## src/rtl/multi_tick_pkg.sv

```systemverilog
`default_nettype none
// ============================================================================
//  Module   : multi_tick_pkg
//  Purpose  : Shared channel state encoding and sizing helper for the
//             multi-channel tick generator.
//  Revision : 1.0 - initial release
// ============================================================================
package multi_tick_pkg;

    typedef enum logic [1:0] {
        ST_IDLE = 2'd0,
        ST_RUN  = 2'd1,
        ST_DONE = 2'd2
    } chan_state_t;

    // Index width for n items, never narrower than one bit.
    function automatic int clog2_min1(input int n);
        int r;
        r = 0;
        for (int i = 0; i < 31; i++) begin
            if ((1 << i) < n) r = i + 1;
        end
        if (r < 1) r = 1;
        return r;
    endfunction

endpackage
`default_nettype wire

```

## src/rtl/tick_chan.sv

```systemverilog
`default_nettype none
// ============================================================================
//  Module   : tick_chan
//  Purpose  : One tick channel: IDLE/RUN/DONE control, period counter,
//             divisor with shadowed run-time update, TICK/WAVE/DONE outputs.
//  Revision : 1.0 - initial release
// ============================================================================
module tick_chan
    import multi_tick_pkg::*;
#(
    parameter int CNT_W   = 21,
    parameter int DEF_DIV = 1_250_000
) (
    input  logic             CLK,
    input  logic             RSTN,
    input  logic             EN,
    input  logic             ONESHOT,
    input  logic             SYNC,
    input  logic             WE,
    input  logic [CNT_W-1:0] WDATA,
    output logic             TICK,
    output logic             WAVE,
    output logic             PEND,
    output logic             DONE
);

    localparam logic [CNT_W-1:0] c_DEF_DIV = CNT_W'(DEF_DIV);

    chan_state_t      r_state;
    logic [CNT_W-1:0] r_cnt;
    logic [CNT_W-1:0] r_div;
    logic [CNT_W-1:0] r_shadow;
    logic             r_pend;
    logic             r_tick;
    logic             r_wave;
    logic             r_done;

    logic [CNT_W-1:0] w_last;
    logic             w_term;

    // A divisor of 0 behaves like 1, so the terminal count is 0 for both.
    assign w_last = (r_div == '0) ? '0 : (r_div - 1'b1);
    assign w_term = (r_state == ST_RUN) && (r_cnt == w_last);

    always_ff @(posedge CLK) begin
        if (!RSTN) begin
            r_state  <= ST_IDLE;
            r_cnt    <= '0;
            r_div    <= c_DEF_DIV;
            r_shadow <= '0;
            r_pend   <= 1'b0;
            r_tick   <= 1'b0;
            r_wave   <= 1'b0;
            r_done   <= 1'b0;
        end else if (SYNC) begin
            r_cnt  <= '0;
            r_tick <= 1'b0;
            r_wave <= 1'b0;
            r_pend <= 1'b0;
            if (WE) begin
                r_div <= WDATA;
            end else if (r_pend) begin
                r_div <= r_shadow;
            end
            if (r_state == ST_DONE && EN) begin
                r_state <= ST_RUN;
                r_done  <= 1'b0;
            end
        end else begin
            case (r_state)
                ST_IDLE: begin
                    r_cnt  <= '0;
                    r_tick <= 1'b0;
                    r_wave <= 1'b0;
                    r_done <= 1'b0;
                    r_pend <= 1'b0;
                    if (WE) r_div <= WDATA;
                    if (EN) r_state <= ST_RUN;
                end
                ST_RUN: begin
                    if (!EN) begin
                        r_state <= ST_IDLE;
                        r_cnt   <= '0;
                        r_tick  <= 1'b0;
                        r_wave  <= 1'b0;
                        r_pend  <= 1'b0;
                        if (WE) begin
                            r_div <= WDATA;
                        end else if (r_pend) begin
                            r_div <= r_shadow;
                        end
                    end else if (w_term) begin
                        r_cnt  <= '0;
                        r_tick <= 1'b1;
                        r_wave <= ~r_wave;
                        if (r_pend) r_div <= r_shadow;
                        // A write landing on the terminal edge waits for the next one.
                        if (WE) begin
                            r_shadow <= WDATA;
                            r_pend   <= 1'b1;
                        end else begin
                            r_pend <= 1'b0;
                        end
                        if (ONESHOT) begin
                            r_state <= ST_DONE;
                            r_done  <= 1'b1;
                        end
                    end else begin
                        r_cnt  <= r_cnt + 1'b1;
                        r_tick <= 1'b0;
                        if (WE) begin
                            r_shadow <= WDATA;
                            r_pend   <= 1'b1;
                        end
                    end
                end
                ST_DONE: begin
                    r_cnt  <= '0;
                    r_tick <= 1'b0;
                    if (WE) begin
                        r_div  <= WDATA;
                        r_pend <= 1'b0;
                    end else if (r_pend) begin
                        r_div  <= r_shadow;
                        r_pend <= 1'b0;
                    end
                    if (!EN) begin
                        r_state <= ST_IDLE;
                        r_done  <= 1'b0;
                        r_wave  <= 1'b0;
                    end
                end
                default: begin
                    r_state <= ST_IDLE;
                    r_cnt   <= '0;
                    r_tick  <= 1'b0;
                    r_wave  <= 1'b0;
                    r_done  <= 1'b0;
                    r_pend  <= 1'b0;
                end
            endcase
        end
    end

    assign TICK = r_tick;
    assign WAVE = r_wave;
    assign PEND = r_pend;
    assign DONE = r_done;

endmodule
`default_nettype wire

```

## src/rtl/multi_tick_gen.sv

```systemverilog
`default_nettype none
// ============================================================================
//  Module   : multi_tick_gen
//  Purpose  : NCH independent programmable tick channels with a shared
//             divisor write port and a global SYNC restart.
//  Revision : 1.0 - initial release
// ============================================================================
module multi_tick_gen
    import multi_tick_pkg::*;
#(
    parameter int NCH     = 4,
    parameter int CNT_W   = 21,
    parameter int DEF_DIV = 1_250_000
) (
    input  logic                         CLK,
    input  logic                         RSTN,
    input  logic [NCH-1:0]               CH_EN,
    input  logic [NCH-1:0]               ONESHOT,
    input  logic                         SYNC,
    input  logic                         DIV_WE,
    input  logic [clog2_min1(NCH)-1:0]   DIV_SEL,
    input  logic [CNT_W-1:0]             DIV_DATA,
    output logic [NCH-1:0]               TICK,
    output logic [NCH-1:0]               WAVE,
    output logic [NCH-1:0]               PEND,
    output logic [NCH-1:0]               DONE
);

    logic [NCH-1:0] w_we;

    // Selects at or beyond NCH match no channel and are dropped.
    generate
        for (genvar i = 0; i < NCH; i++) begin : g_chan
            assign w_we[i] = DIV_WE && (int'(DIV_SEL) == i);

            tick_chan #(
                .CNT_W   (CNT_W),
                .DEF_DIV (DEF_DIV)
            ) u_chan (
                .CLK     (CLK),
                .RSTN    (RSTN),
                .EN      (CH_EN[i]),
                .ONESHOT (ONESHOT[i]),
                .SYNC    (SYNC),
                .WE      (w_we[i]),
                .WDATA   (DIV_DATA),
                .TICK    (TICK[i]),
                .WAVE    (WAVE[i]),
                .PEND    (PEND[i]),
                .DONE    (DONE[i])
            );
        end
    endgenerate

endmodule
`default_nettype wire

```

## config.mk

```make
export PLATFORM = sky130hd
export DESIGN_NAME = multi_tick_gen
export DESIGN_NICKNAME = d
export VERILOG_FILES = /design/src/rtl/multi_tick_pkg.sv /design/src/rtl/tick_chan.sv /design/src/rtl/multi_tick_gen.sv
export SDC_FILE = /design/constraint.sdc
export NUM_CORES = 1
export LEC_CHECK = 0
export BUFFER_PORTS_ARGS = -buffer_cell sky130_fd_sc_hd__buf_2
export CAP_MARGIN = 20
export CORE_ASPECT_RATIO = 0.9
export CORE_UTILIZATION = 63
export DETAILED_ROUTE_END_ITERATION = 12
export PLACE_DENSITY = 0.81
export SYNTH_ARGS = -nofsm -noshare
export SYNTH_HDL_FRONTEND = slang
export SYNTH_SLANG_ARGS = --single-unit
```

## constraint.sdc

```tcl
create_clock -name CLK -period 4.2 [get_ports CLK]
set_input_delay 0.63 -clock CLK [delete_from_list [all_inputs] [get_ports CLK]]
set_output_delay 0.63 -clock CLK [all_outputs]
set_load 0.005 [all_outputs]
```

Word level (Yosys, flattened, before mapping)
Cells that the tools add are included.
- add/sub/neg operators: 8
- $mul: 0
- div/mod/pow operators: 0
- magnitude comparators: 0
- equality and inequality tests: 59
- shift-type cells: 0
- mux-type cells: 120
- bitwise operators: 14
- reduce and logical (&&, ||, !) cells: 58
- operator list (cell ; number):
    $mux W21 ; 28
    $pmux W21 S3 ; 4
    $add A21 B1 Y21 const B ; 4
    $eq A21 B21 Y1 ; 4
    $logic_not A21 Y1 ; 4
    $sub A21 B1 Y21 const B ; 4
    $mux W2 ; 28
    $mux W1 ; 48
    $ne A3 B3 Y1 const B ; 16
    $reduce_and A5 Y1 ; 8
    $ne A3 B2 Y1 const B ; 12
    $pmux W2 S3 ; 4
    $reduce_or A5 Y1 ; 4
    $ne A4 B3 Y1 const B ; 4
    $ne A4 B4 Y1 const B ; 4
    $pmux W1 S2 ; 8
    $reduce_and A4 Y1 ; 4
    $reduce_bool A4 Y1 ; 4
    $reduce_or A4 Y1 ; 4
    $not A1 Y1 ; 14
    $eq A2 B2 Y1 const B ; 6
    $logic_and A1 B1 Y1 ; 12
    $reduce_and A3 Y1 ; 4
    $eq A2 B1 Y1 const B ; 5
    other kinds (6) ; 22
- register bits after elaboration: 276
- latch bits: 0
- RAM bits: 0
- ROM bits: 0
- input bits: 35
- output and inout bits: 16
- logic and storage cells: 291
- memories: 0

Depth between registers and ports, before layout
- depth after elaboration: 8
- gate-level depth with buffers: 16
- mapped depth without buffers: 12

Hierarchy
A second synthesis with hierarchy kept.
- cells, all modules: 2404
- area, all modules: 18302.6 µm²
- modules (own cells, without submodules) (module ; instances ; cells each ; area an instance (µm²) ; sequential area each (µm²)):
    tick_chan at g_chan[0].u_chan ... ; 2 ; 562 ; 4360.4 ; 1381.3
    tick_chan at g_chan[2].u_chan ; 1 ; 662 ; 4907.2 ; 1381.3
    tick_chan at g_chan[3].u_chan ; 1 ; 614 ; 4636.9 ; 1381.3
    multi_tick_gen ; 1 ; 4 ; 37.5 ; 0.0

Worst setup path before layout
No wires, ideal clock.
- path type: reg-to-reg
- from: register g_chan[1].u_chan.r_div[11]
- to: register g_chan[1].u_chan.r_div[12]
- setup time: 0.129 ns
- arrival time: 3.491 ns
- required time: 4.071 ns
- setup slack: 0.580 ns
- stages on the path, launching flop included: 13
- buffers on the path: 3
- clock period less this slack: 3.620 ns
- cells stage by stage: dfxtp_1 > buf_2 > or4_4 > or4_4 > or4_4 > xnor2_1 > a2111oi_0 > or4b_1 > buf_4 > o2bb2ai_4 > buf_6 > mux2i_1 > nand2_1
- word-level cells in the longest chain between the ends: 6
- elaborated cells on any way between the ends: 7
- ends and longest elaborated chain (element ; RTL line ; RTL):
    start, declared ; tick_chan.sv:31 ; logic [CNT_W-1:0] r_div;
    start signal, assigned ; tick_chan.sv:49 ; r_div <= c_DEF_DIV;
    start signal, assigned ; tick_chan.sv:63 ; r_div <= r_shadow;
    start signal, assigned ; tick_chan.sv:90 ; r_div <= r_shadow;
    $sub A21 B1 Y21 or $logic_not A21 Y1 (tied branches) ; tick_chan.sv:42 ; assign w_last = (r_div == '0) ? '0 : (r_div - 1'b1);
    $mux W21 * ; tick_chan.sv:42 ;
    $eq A21 B21 Y1 * ; tick_chan.sv:43 ; assign w_term = (r_state == ST_RUN) && (r_cnt == w_last);
    $logic_and A1 B1 Y1 * ; tick_chan.sv:43 ;
    $ne A4 B3 Y1 (no line) * ; - ;
    $reduce_and A3 Y1 (no line) * ; - ;
Every way passes the cells marked *; elsewhere a longest branch is shown, timed or not.
A chain may end at the register's enable or synchronous reset.

Worst setup path after layout
- from: register g_chan[1].u_chan.r_div[7]
- to: register g_chan[1].u_chan.r_div[16]
The elaborated chain is that of the path after synthesis.

==> results.md <==
- Outcome: complete, no violations
- Clk_skew: around 0.0087 ns
- Beginning of the worst register-to-register path: g_chan[1].u_chan.r_div[7]
- First-pass GRT wire length: 70,760 um
- Core outline area: 26,210 sq um
- Top Ports: 51
- Skew-Pair Late Insertion Delay: 0.56 ns
- Synth cell types: 88
- Number of global-route vias before repair: 14,122
- Buf/Inv on CP: 1
- Nets: 2,181
- Setup_tns: 0 ns
- Primary FF master, synth: dfxtp_1
- Clock-pin slew on the worst setup and hold paths: around 0.060 ns
- Hold bufs inserted after CTS: 0
- Hold Crit Start: CH_EN[0]
- Max Clk Rate: between 200 and 300 MHz
- Final setup viols: 0
- Synth Register Bits: roughly 280
- Final Slew Violations: 0
- Die X: 174.8 um
- Max Cap Viol: 0
- Die footprint: ~28,000 sq um
- Relative slew slack: 28.09%
- Largest net degree at the start of global routing: 125
- Crit path max-delay cell type: or4_4
- DP Wirelength: a little over 30,000 um
- Vias per Instance: 6.239
- Final ANT Viol Nets: 0
- DRT iter0 DRCs: about 1,300
- Routed via count: 15,555
- EDFF count, synth: 0
- Most frequent CP cell: or4_4
- # diodes: 0
- Layout cells sized above 1: approximately a tenth
- Post-synthesis net count: 2,251
- Most common cell after layout, fill and taps aside: nor2_1
- CP top delay family: simple AND/OR/NAND/NOR gates
- Proportion of netlist area held by the largest area contributor: 32.63%
- LEAKAGE: 6.275 nW
- Row count: 56
- Final hold viol count: 0
- Largest area contributor in the netlist: dfxtp_1
- Gr usage total: 31.11%
- Most frequent cells in the layout: nor2_1, dfxtp_1, nand2_1
- Routability-driven placement congestion ratio: 0.9356
- Worst Setup SP: g_chan[1].u_chan.r_div[7]
- Drc violations: 0
- # clock sinks: between 200 and 300
- Filler instances: 2,196
- Tot Pwr: 6.597 mW
- Crit path DAT: around 4.4 ns
- Type of origin of the critical path: flop
- Initial core utilization: 64.62%
- Asr flop ratio synth: 0%
- Routed length per instance: 17.67 um
- Top cells by area, synth: dfxtp_1, nor2_1, mux2i_1, nand2_1, a21oi_1
- Clock Tree Buf Depth: 3
- Nature of the critical path endpoint: flop
- Sequential fraction of the synthesis area: 32.63%
- Synthesized cell area: around 17,000 sq um
- Worst VDD drop: 0.3368 mV
- CTS HTree Levels: 1
- Root buffer cell: clkbuf_16
- Minimum clock period: 3.983 ns
- Die height: 157.5 um
- Area delta synth->final: 6.687%
- Port Buffers: 50
- Synthesis Warnings: 0
- Power Dens Cells: 365.2 nW/um^2
- Drt first pass iters: 7
- Cells after synthesis: approximately 2,200
- RSZ-0062 raised after global routing: no
- GRT Residual Overflow: 0
- Syn Area/Cell: 7.711 sq um
- Crit path kind: flop to flop
- Initial antenna violation count: 2
- Detailed Route WL: 44,040 um
- Final worst path period share: a little over nine tenths
- Crit Path Max Fanout: 23
- Worst path cell trace: or4_4 > or4_4 > or4_4 > xnor2_1 > a2111oi_0 > or4b_1 > o2bb2ai_4 > buf_4 > mux2i_1 > nand2_1
- R2r setup slk: 0.22 ns
- CTS Buf Count: 29
- Worst Hold Class: primary input to flop
- Crit path largest cell delay: 0.57 ns
- CP required: between 4 and 5 ns
- Worst Tran Pin Value: 1.075 ns
- CTS tree: yes
## sequential cells by signal (all words and copies together) (netlist names)
signal,cells
g_chan.u_chan.r_cnt,84
g_chan.u_chan.r_div,84
g_chan.u_chan.r_shadow,84
g_chan.u_chan.r_state,8
g_chan.u_chan.DONE,4
g_chan.u_chan.PEND,4
g_chan.u_chan.TICK,4
g_chan.u_chan.WAVE,4
## cells in the mapped netlist, drive strengths merged, types with 7 or more instances
cell type    n
a2111oi      8
a211oi      56
a21oi      176
a22oi        8
a31oi        9
and2         9
and3        23
buf         54
clkbuf     144
dfxtp      276
ha          20
inv         52
mux2         8
mux2i      107
nand2      255
nand2b      12
nand3       79
nand4       27
nor2       322
nor2b       10
nor3        41
nor3b        7
nor4        33
nor4b        7
o2111ai     28
o21ai       58
o22ai       12
o31a        28
o31ai       18
or2         20
or3         21
or4         24
xnor2       75
xor2        77
## kinds of logic (layout without fill, tap and decap cells)
group                      after synthesis  in the layout  share of synthesized area, %
xor gates and xnor gates               156            156                         8.394
buffers and inverters                  250            199                         6.591
adders and majority gates               20             20                         1.478
DFF                                    276            276                         32.63
AOI/OAI and AO/OA                      467            467                         18.72
muxes                                  115            115                         6.857
and+or+nand+nor                        912            912                         25.32
## final timing paths
path / endpoint / cells after the start
worst max-delay path: g_chan[1].u_chan.r_div[16] / 10
worst max register to register: g_chan[1].u_chan.r_div[16] / 10
worst min register to register: g_chan[2].u_chan.r_shadow[2] / 2
worst min-delay path: g_chan[0].u_chan.WAVE / 3
## tightest hold or removal path, stage by stage
cell,delay (ns)
buf_2,0.15
nand2_1,0.07
a21oi_1,0.03
## final cells by class
cell class / instances / area (sq um) / share of cell area, %
inverter: 52 / 197.7 / 1.094
clock inverter: 10 / 132.6 / 0.7342
sequential: 276 / 5525 / 30.59
timing repair buffer: 97 / 634.4 / 3.512
clock buffer: 40 / 827.0 / 4.578
tap: 348 / 435.4 / 2.410
multi-input combinational: 1670 / 10310 / 57.09
## report_power, final
| part | internal [mW] | switching, mW | total, mW | leakage [nW] |
|---|---|---|---|---|
| sequential | 2.72 | 0.173 | 2.89 | 2.24 |
| combinational | 0.433 | 0.637 | 1.07 | 3.56 |
| clock | 1.55 | 1.09 | 2.64 | 0.477 |
## metrics by stage
stage	hold slack (ns)	worst slack, ns	instance area (sq um)	std cells	util (%)
floorplan	0.4229	0.5796	16930	2196	-
global placement	0.4402	0.1978	17070	2441	65.14
detailed placement	0.4456	0.1745	17070	2441	65.14
CTS	0.3485	0.1429	18030	2491	68.80
global route	0.3839	0.01665	18060	2493	68.94
finish	0.3636	0.2172	18060	2493	68.94
## per-layer routing
layer / up-vias / share of wire [%] / track usage [%]
met4: 4 / 2.2 / 8.489
met5: - / 0.045 / 0
met1: 7342 / 44 / 42.46
li1: 7581 / - / -
met3: 80 / 7.7 / 3.696
met2: 548 / 46 / 51.83
## timing repair
item | CTS | global route
endpoints found under the setup margin | 0 | 67
buffers inserted | 0 | 2
gates resized for setup | 0 | 6
(Power assumes the default switching activity.)
